File: src/rtl/demux_pkg.sv
// demux_pkg: shared sizing for the registered 1-to-4 demultiplexer
package demux_pkg;
  localparam int N_OUT = 4;
  localparam int SEL_W = 2;
  localparam int CNT_W = 8;
  typedef logic [CNT_W-1:0] cnt_t;
endpackage

File: src/rtl/demux_slot.sv
// demux_slot: one output holding register with valid flag and delivery counter
module demux_slot
  import demux_pkg::*;
#(
  parameter int WIDTH = 8
) (
  input  logic             clk,
  input  logic             rst_n,
  input  logic             load,
  input  logic [WIDTH-1:0] din,
  input  logic             ready,
  output logic [WIDTH-1:0] data,
  output logic             valid,
  output cnt_t             count,
  output logic             free
);
  logic drain;
  assign drain = valid && ready;
  assign free  = !valid || ready;
  // load replaces the word; valid survives only a reload or a stalled hold; drains are counted
  always_ff @(posedge clk or negedge rst_n) begin
    if (!rst_n) begin
      data  <= '0;
      valid <= 1'b0;
      count <= '0;
    end else begin
      if (load) data <= din;
      valid <= load || (valid && !ready);
      if (drain) count <= count + CNT_W'(1);
    end
  end
endmodule

File: src/rtl/demux4_reg.sv
// demux4_reg: routes a ready/valid word into one of four registered output slots
module demux4_reg
  import demux_pkg::*;
#(
  parameter int WIDTH = 8
) (
  input  logic                        clk,
  input  logic                        rst_n,
  input  logic [WIDTH-1:0]            in_data,
  input  logic [SEL_W-1:0]            in_sel,
  input  logic                        in_valid,
  output logic                        in_ready,
  output logic [N_OUT-1:0][WIDTH-1:0] out_data,
  output logic [N_OUT-1:0]            out_valid,
  input  logic [N_OUT-1:0]            out_ready,
  output logic [N_OUT-1:0][CNT_W-1:0] out_count
);
  logic [N_OUT-1:0] free;
  assign in_ready = free[in_sel];
  for (genvar i = 0; i < N_OUT; i++) begin : g_slot
    demux_slot #(.WIDTH(WIDTH)) u_slot (
      .clk   (clk),
      .rst_n (rst_n),
      .load  (in_valid && in_ready && (in_sel == SEL_W'(i))),
      .din   (in_data),
      .ready (out_ready[i]),
      .data  (out_data[i]),
      .valid (out_valid[i]),
      .count (out_count[i]),
      .free  (free[i])
    );
  end
endmodule

File: config.mk
export PLATFORM = sky130hd
export DESIGN_NAME = demux4_reg
export DESIGN_NICKNAME = d
export VERILOG_FILES = /design/src/rtl/demux_pkg.sv /design/src/rtl/demux_slot.sv /design/src/rtl/demux4_reg.sv
export SDC_FILE = /design/constraint.sdc
export NUM_CORES = 1
export LEC_CHECK = 0
export CAP_MARGIN = 20
export CORE_ASPECT_RATIO = 1.4
export CORE_UTILIZATION = 40
export CTS_CLUSTER_DIAMETER = 30
export DETAILED_ROUTE_END_ITERATION = 7
export DONT_BUFFER_PORTS = 1
export PLACE_DENSITY = 0.66
export REMOVE_ABC_BUFFERS = 1
export SETUP_SLACK_MARGIN = 0.2
export SLEW_MARGIN = 20
export SYNTH_ARGS = -nofsm -noshare
export SYNTH_HDL_FRONTEND = slang
export SYNTH_HIERARCHICAL = 1
export SYNTH_SLANG_ARGS = --single-unit
File: constraint.sdc
create_clock -name clk -period 2 [get_ports clk]
set_clock_uncertainty 0.15 [all_clocks]
set_input_delay 0.4 -clock clk [delete_from_list [all_inputs] [get_ports clk]]
set_output_delay 0.4 -clock clk [all_outputs]
set_load 0.02 [all_outputs]
==> results of run 1 <==
[layer usage]
metal,global-route usage,routed length (um),up-vias
met2,0.229,2700,58
met1,0.186,2230,776
li1,-,-,725
met4,0.108,140,0
met3,0.0740,463,12
met5,0,0,-
[critical path: stages (launching register included)]
cell and delay, ns:
dfrtp_1 0.34, or2b_1 0.24, mux4_2 0.55
[worst min path at each step]
stage          start  cells past startpoint                                     to
3_3_place_gp   rst_n                      0  g_slot[3].u_slot/count[6]$_DFFE_PN0P_
2_1_floorplan  rst_n                      0  g_slot[0].u_slot/count[0]$_DFFE_PN0P_
3_5_place_dp   rst_n                      0  g_slot[3].u_slot/count[6]$_DFFE_PN0P_
5_1_grt        rst_n                      0  g_slot[3].u_slot/count[7]$_DFFE_PN0P_
6_report       rst_n                      0  g_slot[3].u_slot/count[2]$_DFFE_PN0P_
4_1_cts        rst_n                      0  g_slot[3].u_slot/count[7]$_DFFE_PN0P_
[layout by cell type, fill, tap and decap left out, drive strengths merged]
master | Yosys | final
buf | 4 | 9
mux4 | 1 | 1
xnor2 | 8 | 8
bufinv | 0 | 1
and4b | 2 | 2
clkbuf | 0 | 14
nand3 | 8 | 8
nand2b | 4 | 4
xor2 | 20 | 20
nand2 | 16 | 16
and4bb | 1 | 2
nor2 | 8 | 8
or2b | 4 | 4
nor3 | 12 | 12
dfrtp | 68 | 68
nand4 | 4 | 4
and4 | 1 | 1
mux2 | 36 | 36
ha | 4 | 4
[final cells by class]
class,count,share of cell area
Tap cell,95,0.0365
Timing Repair Buffer,9,0.0207
Clock buffer,14,0.0530
Clock inverter,1,0.00921
Sequential cell,68,0.522
Multi-Input combinational cell,130,0.359
[through the flow]
| step | setup TNS [ns] | total power [mW] |
|---|---|---|
| global placement | 0 | 2.96 |
| global route | -0.112 | 4.34 |
| finish | -0.0206 | 4.11 |
| detailed placement | 0 | 2.99 |
| floorplan | 0 | 2.81 |
| CTS | -0.0654 | 4.18 |
[power by group through the flow]
stage	clock, mW	sequential, mW	combinational, mW
6_report	1.15	2.45	0.503
5_1_grt	1.26	2.51	0.571
4_1_cts	1.20	2.46	0.510
3_5_place_dp	0	2.49	0.499
3_3_place_gp	0	2.48	0.481
2_1_floorplan	0	2.39	0.415
[cell families after synthesis]
logic type    after synthesis  synth area share
flops                      68             0.593
fa+ha+maj                   4            0.0174
xor+xnor                   28            0.0854
buf+inv                     4           0.00697
simple gates               60             0.148
mux                        37             0.149
[timing repair]
| item | CTS | global route |
|---|---|---|
| hold endpoints to repair | 68 | 68 |
| setup endpoints to repair | 1 | 18 |
| cloned | 0 | 1 |
| pin swaps | 0 | 1 |
| gates resized for setup | 1 | 2 |
| setup buffers | 5 | 0 |
[sequential cells by signal (all words and copies together), names as in the netlist]
signal,flops
g_slot.u_slot/data,32
g_slot.u_slot/valid,4
g_slot.u_slot/count,32
==> results.yml, run 1 <==
routing:
  viasPerCell: 4.96
  drtIter0Drc: 89
  drt.antenna.violating_nets: 0
  drtPass1Iterations: 2
  num_vias: 1571
  routed_wl_um: 5530
  wl_per_cell_um: 17.4
  drc: 0
clock_tree:
  cts_sinks: 68
  cts_made_buffers: 9
  cts_tree: "built"
  clockBufferDepth: 2
  clock_latency_ns: 0.34
  clk_pin_slew_ns: 0.07
  cts-root-buf: "clkbuf_8"
  htreeDepth: 3
power_and_ir_drop:
  switching_power_mw: 1.45
  p_leak_nw: 1.45
  p_comb_frac: 0.123
  power_density_nw_per_um2: 1260
  internal_power_mw: 2.66
  vdd_ir_drop_max_uv: 695
  switching_share: 0.352
  pwr-share-seq: 0.597
  p_clk_frac: 0.281
sta:
  period_minus_slack_ns: 2.02
  rsz0062_at_grt: "yes"
  setup_viol_count_final: 1
  timing.slew.headroom: 0.770
  min_period_over_period: 1.01
  tightest_slew_ns: 0.346
  hold_viol: 68
  drv_slew: 0
  layout_setup_ws_ns: -0.0206
  max_freq_mhz: 495
  fin_hold_ws_ns: -0.400
global_route:
  grt_max_degree: 69
  grt_util_all_layers: 0.159
  antenna_found_initial: 0
  grt_overflow: 0
  grt_pass1_vias: 1610
  grt_pass1_wl_um: 8460
yosys:
  synth-seq-cells: 68
  synth_area_leaders: "dfrtp_1 59%, mux2_2 14%, xor2_1 6.1%, nor3_2 4.2%, nand3_2 2.8%"
  ys_top_cells_by_count: "68 x dfrtp_1, 36 x mux2_2, 20 x xor2_1, 12 x nand2_1, 12 x nor3_2"
  ys_types: 18
  synthFlopType: "dfrtp_1"
  ys_seq_area_frac: 0.593
  synth_edf_count: 0
  syn_inst: 201
  syn_area_um2: 2870
  yosysTopAreaCellShare: 0.593
  synth_largest_area_cell: "dfrtp_1"
  yosys_warnings: 6
  synth_most_common_cell: "dfrtp_1"
  synth_area_per_cell_um2: 14.3
  async_reset_ff_frac: 1.00
finish:
  area_delta_synth_final_pct: 13.6
  register_area_um2: 1700
  layout-drive-gt1-share: 0.396
  antenna_cells: 0
  fill_cells: 646
  final_nets: 239
  stdcell_area_um2: 3260
  stdcell_count: 317
  fin_util: 0.470
  multiInputGateArea_um2: 1170
worst_setup_path:
  crit_end: "in_ready"
  cp.required_ns: 1.45
  endpoint_kind: "output port"
  crit_fanout: 2
  critPathLaunch: "g_slot[3].u_slot/valid$_DFF_PN0_"
  path_class: "reg -> out"
  critPathLaunchType: "flop"
  reg2reg_from: "g_slot[0].u_slot/valid$_DFF_PN0_"
  ff2ff_path_depth: 5
  rr_endpoint: "g_slot[0].u_slot/data[3]$_DFFE_PN0P_"
  cp.arrival_ns: 1.47
  reg2reg_slack_ns: 0.32
min_path:
  min_path_type: "in -> async"
status:
  status: "finished with violations"
  failed_checks: "negative hold slack, negative setup slack"
floorplanning:
  die_w_um: 73.6
  die_h_um: 102
  core_area_um2: 6940
  num_io_pins: 86
  core.rowCount: 36
  dieArea_um2: 7520
  initial_core_util: 0.414
placement:
  portBuffers: 0
  numPlacedInstances: 296
  dpl_cell_area_um2: 3000
  gp_congestion: 0.658
  dp_slack_ns: 0.243
  post-dp-hpwl_um: 3690
flow_run:
  cap_violations: 0
Note: power is estimated with default switching activity, not from simulation.
==> inputs of run 2 (changes only) <==
==> constraint.sdc (replaced) <==
create_clock -name clk -period 2.4 [get_ports clk]
set_clock_uncertainty 0.15 [all_clocks]
set_input_delay 0.48 -clock clk [delete_from_list [all_inputs] [get_ports clk]]
set_output_delay 0.48 -clock clk [all_outputs]
set_load 0.02 [all_outputs]
==> run 2 against run 1 <==
Net effect:
- the flow finishes with violations (negative hold slack)
- worst setup slack improved by 0.17 ns
- utilization down 0.92 points
- global-route usage is 0.43 points lower
- first-iteration DRC count shrank 11%
- routed wire length fell by 2.9%
- critical path depth unchanged
- via count fell by 2.0%
- sequential share of layout area rose by 1.1 points
- hold slack gained 0.075 ns
- register-to-register slack gained 0.18 ns
- clock-buffer cell count is 2 lower
==> results.yml, run 2 (synthesis results as in run 1) <==
global_route:
  grt_max_degree: 69
  grt_pass1_wl_um: 8290
  grt_pass1_vias: 1581
  grt_overflow: 0
  grt_util_all_layers: 0.154
  antenna_found_initial: 0
worst_setup_path:
  endpoint_kind: "output port"
  cp.arrival_ns: 1.62
  path_class: "reg -> out"
  critPathLaunchType: "flop"
  crit_fanout: 4
  cp.required_ns: 1.77
sta:
  rsz0062_at_grt: "yes"
  fin_hold_ws_ns: -0.325
  period_minus_slack_ns: 2.25
  tns_ns: 0
  drv_slew: 0
  max_freq_mhz: 444
  hold_viol: 68
  timing.slew.headroom: 0.774
  min_period_over_period: 0.939
  tightest_slew_ns: 0.339
  setup_viol_count_final: 0
status:
  status: "finished with violations"
  failed_checks: "negative hold slack"
placement:
  post-dp-hpwl_um: 3670
  gp_congestion: 0.683
  portBuffers: 0
finish:
  antenna_cells: 0
  fin_util: 0.461
  final_cell_mix: "67 x dfrtp_1, 36 x mux2_2, 20 x xor2_1"
  area_delta_synth_final_pct: 11.3
  final_common_cell: "dfrtp_1"
  final_nets: 234
  reg_top3: "g_slot.u_slot/count x32, g_slot.u_slot/data x32, g_slot.u_slot/valid x4"
  layout-drive-gt1-share: 0.399
floorplanning:
  num_io_pins: 86
  initial_core_util: 0.414
  core.rowCount: 36
  die_h_um: 102
  die_w_um: 73.6
  dieArea_um2: 7520
  core_area_um2: 6940
clock_tree:
  clk_pin_slew_ns: 0.07
  clock_latency_ns: 0.34
  cts_made_buffers: 9
  cts-root-buf: "clkbuf_8"
  clockBufferDepth: 2
  cts_sinks: 68
  htreeDepth: 3
  cts_tree: "built"
routing:
  viasPerCell: 4.92
  drc: 0
  num_vias: 1540
  wl_per_cell_um: 17.1
  drtIter0Drc: 79
  drtPass1Iterations: 3
  drt.antenna.violating_nets: 0
  routed_wl_um: 5370
min_path:
  min_path_type: "in -> async"
flow_run:
  cap_violations: 0
power_and_ir_drop:
  p_leak_nw: 1.43
  power_density_nw_per_um2: 1040
  vdd_ir_drop_max_uv: 497
[run 2: layer usage]
metal  track usage  part of all wire
met3        0.0730             0.089
met5             0                 0
met2         0.228              0.48
met1         0.179              0.41
met4        0.0976             0.026
[run 2: critical path, cell delays in order (launching register included)]
cell and delay (ns):
dfrtp_2 0.45, or2b_1 0.28, mux4_2 0.55
[run 2: path summary, 6_finish.rpt]
kind | startpoint | to | slack, ns | depth (start not counted)
setup / recovery | g_slot[2].u_slot/valid$_DFF_PN0_ | in_ready | 0.15 | 2
hold / removal | rst_n | g_slot[3].u_slot/count[7]$_DFFE_PN0P_ | -0.33 | 0
setup reg to reg | g_slot[2].u_slot/valid$_DFF_PN0_ | g_slot[2].u_slot/data[7]$_DFFE_PN0P_ | 0.50 | 5
hold reg to reg | g_slot[3].u_slot/count[7]$_DFFE_PN0P_ | g_slot[3].u_slot/count[7]$_DFFE_PN0P_ | 0.46 | 1
max in group asynchronous | rst_n | g_slot[3].u_slot/data[0]$_DFFE_PN0P_ | 2.32 | 0
min in group clk | in_data[7] | g_slot[0].u_slot/data[7]$_DFFE_PN0P_ | 0.13 | 1
[run 2: through the flow]
step	hold slack, ns	total power, mW	std cells	instance area, um^2	setup slack [ns]
4_1_cts	-0.349	3.38	313	3200	0.106
3_5_place_dp	0.0358	2.49	295	2990	0.394
2_1_floorplan	0.0344	2.34	197	2850	0.477
3_3_place_gp	0.0356	2.46	295	2990	0.412
6_report	-0.325	3.33	313	3200	0.146
5_1_grt	-0.351	3.51	313	3200	0.0732
[run 2: power breakdown]
group	leakage [nW]	internal, mW	switching, mW
logic	0.477	0.245	0.163
registers	0.850	1.41	0.640
clock network	0.0982	0.454	0.418
total	1.43	2.10	1.22
[run 2: cell type report]
type	count	area, um^2
repair buffers	5	37.5
multi-input cells	129	1150
clock inverters	4	22.5
clock buffers	12	165
fillers	620	3740
well taps	95	119
flip-flops and latches	68	1700
[run 2: timing repair]
action	CTS	global route
gates resized for setup	1	0
endpoints found under the setup margin	1	1
setup buffers	2	0
hold endpoints to repair	68	68
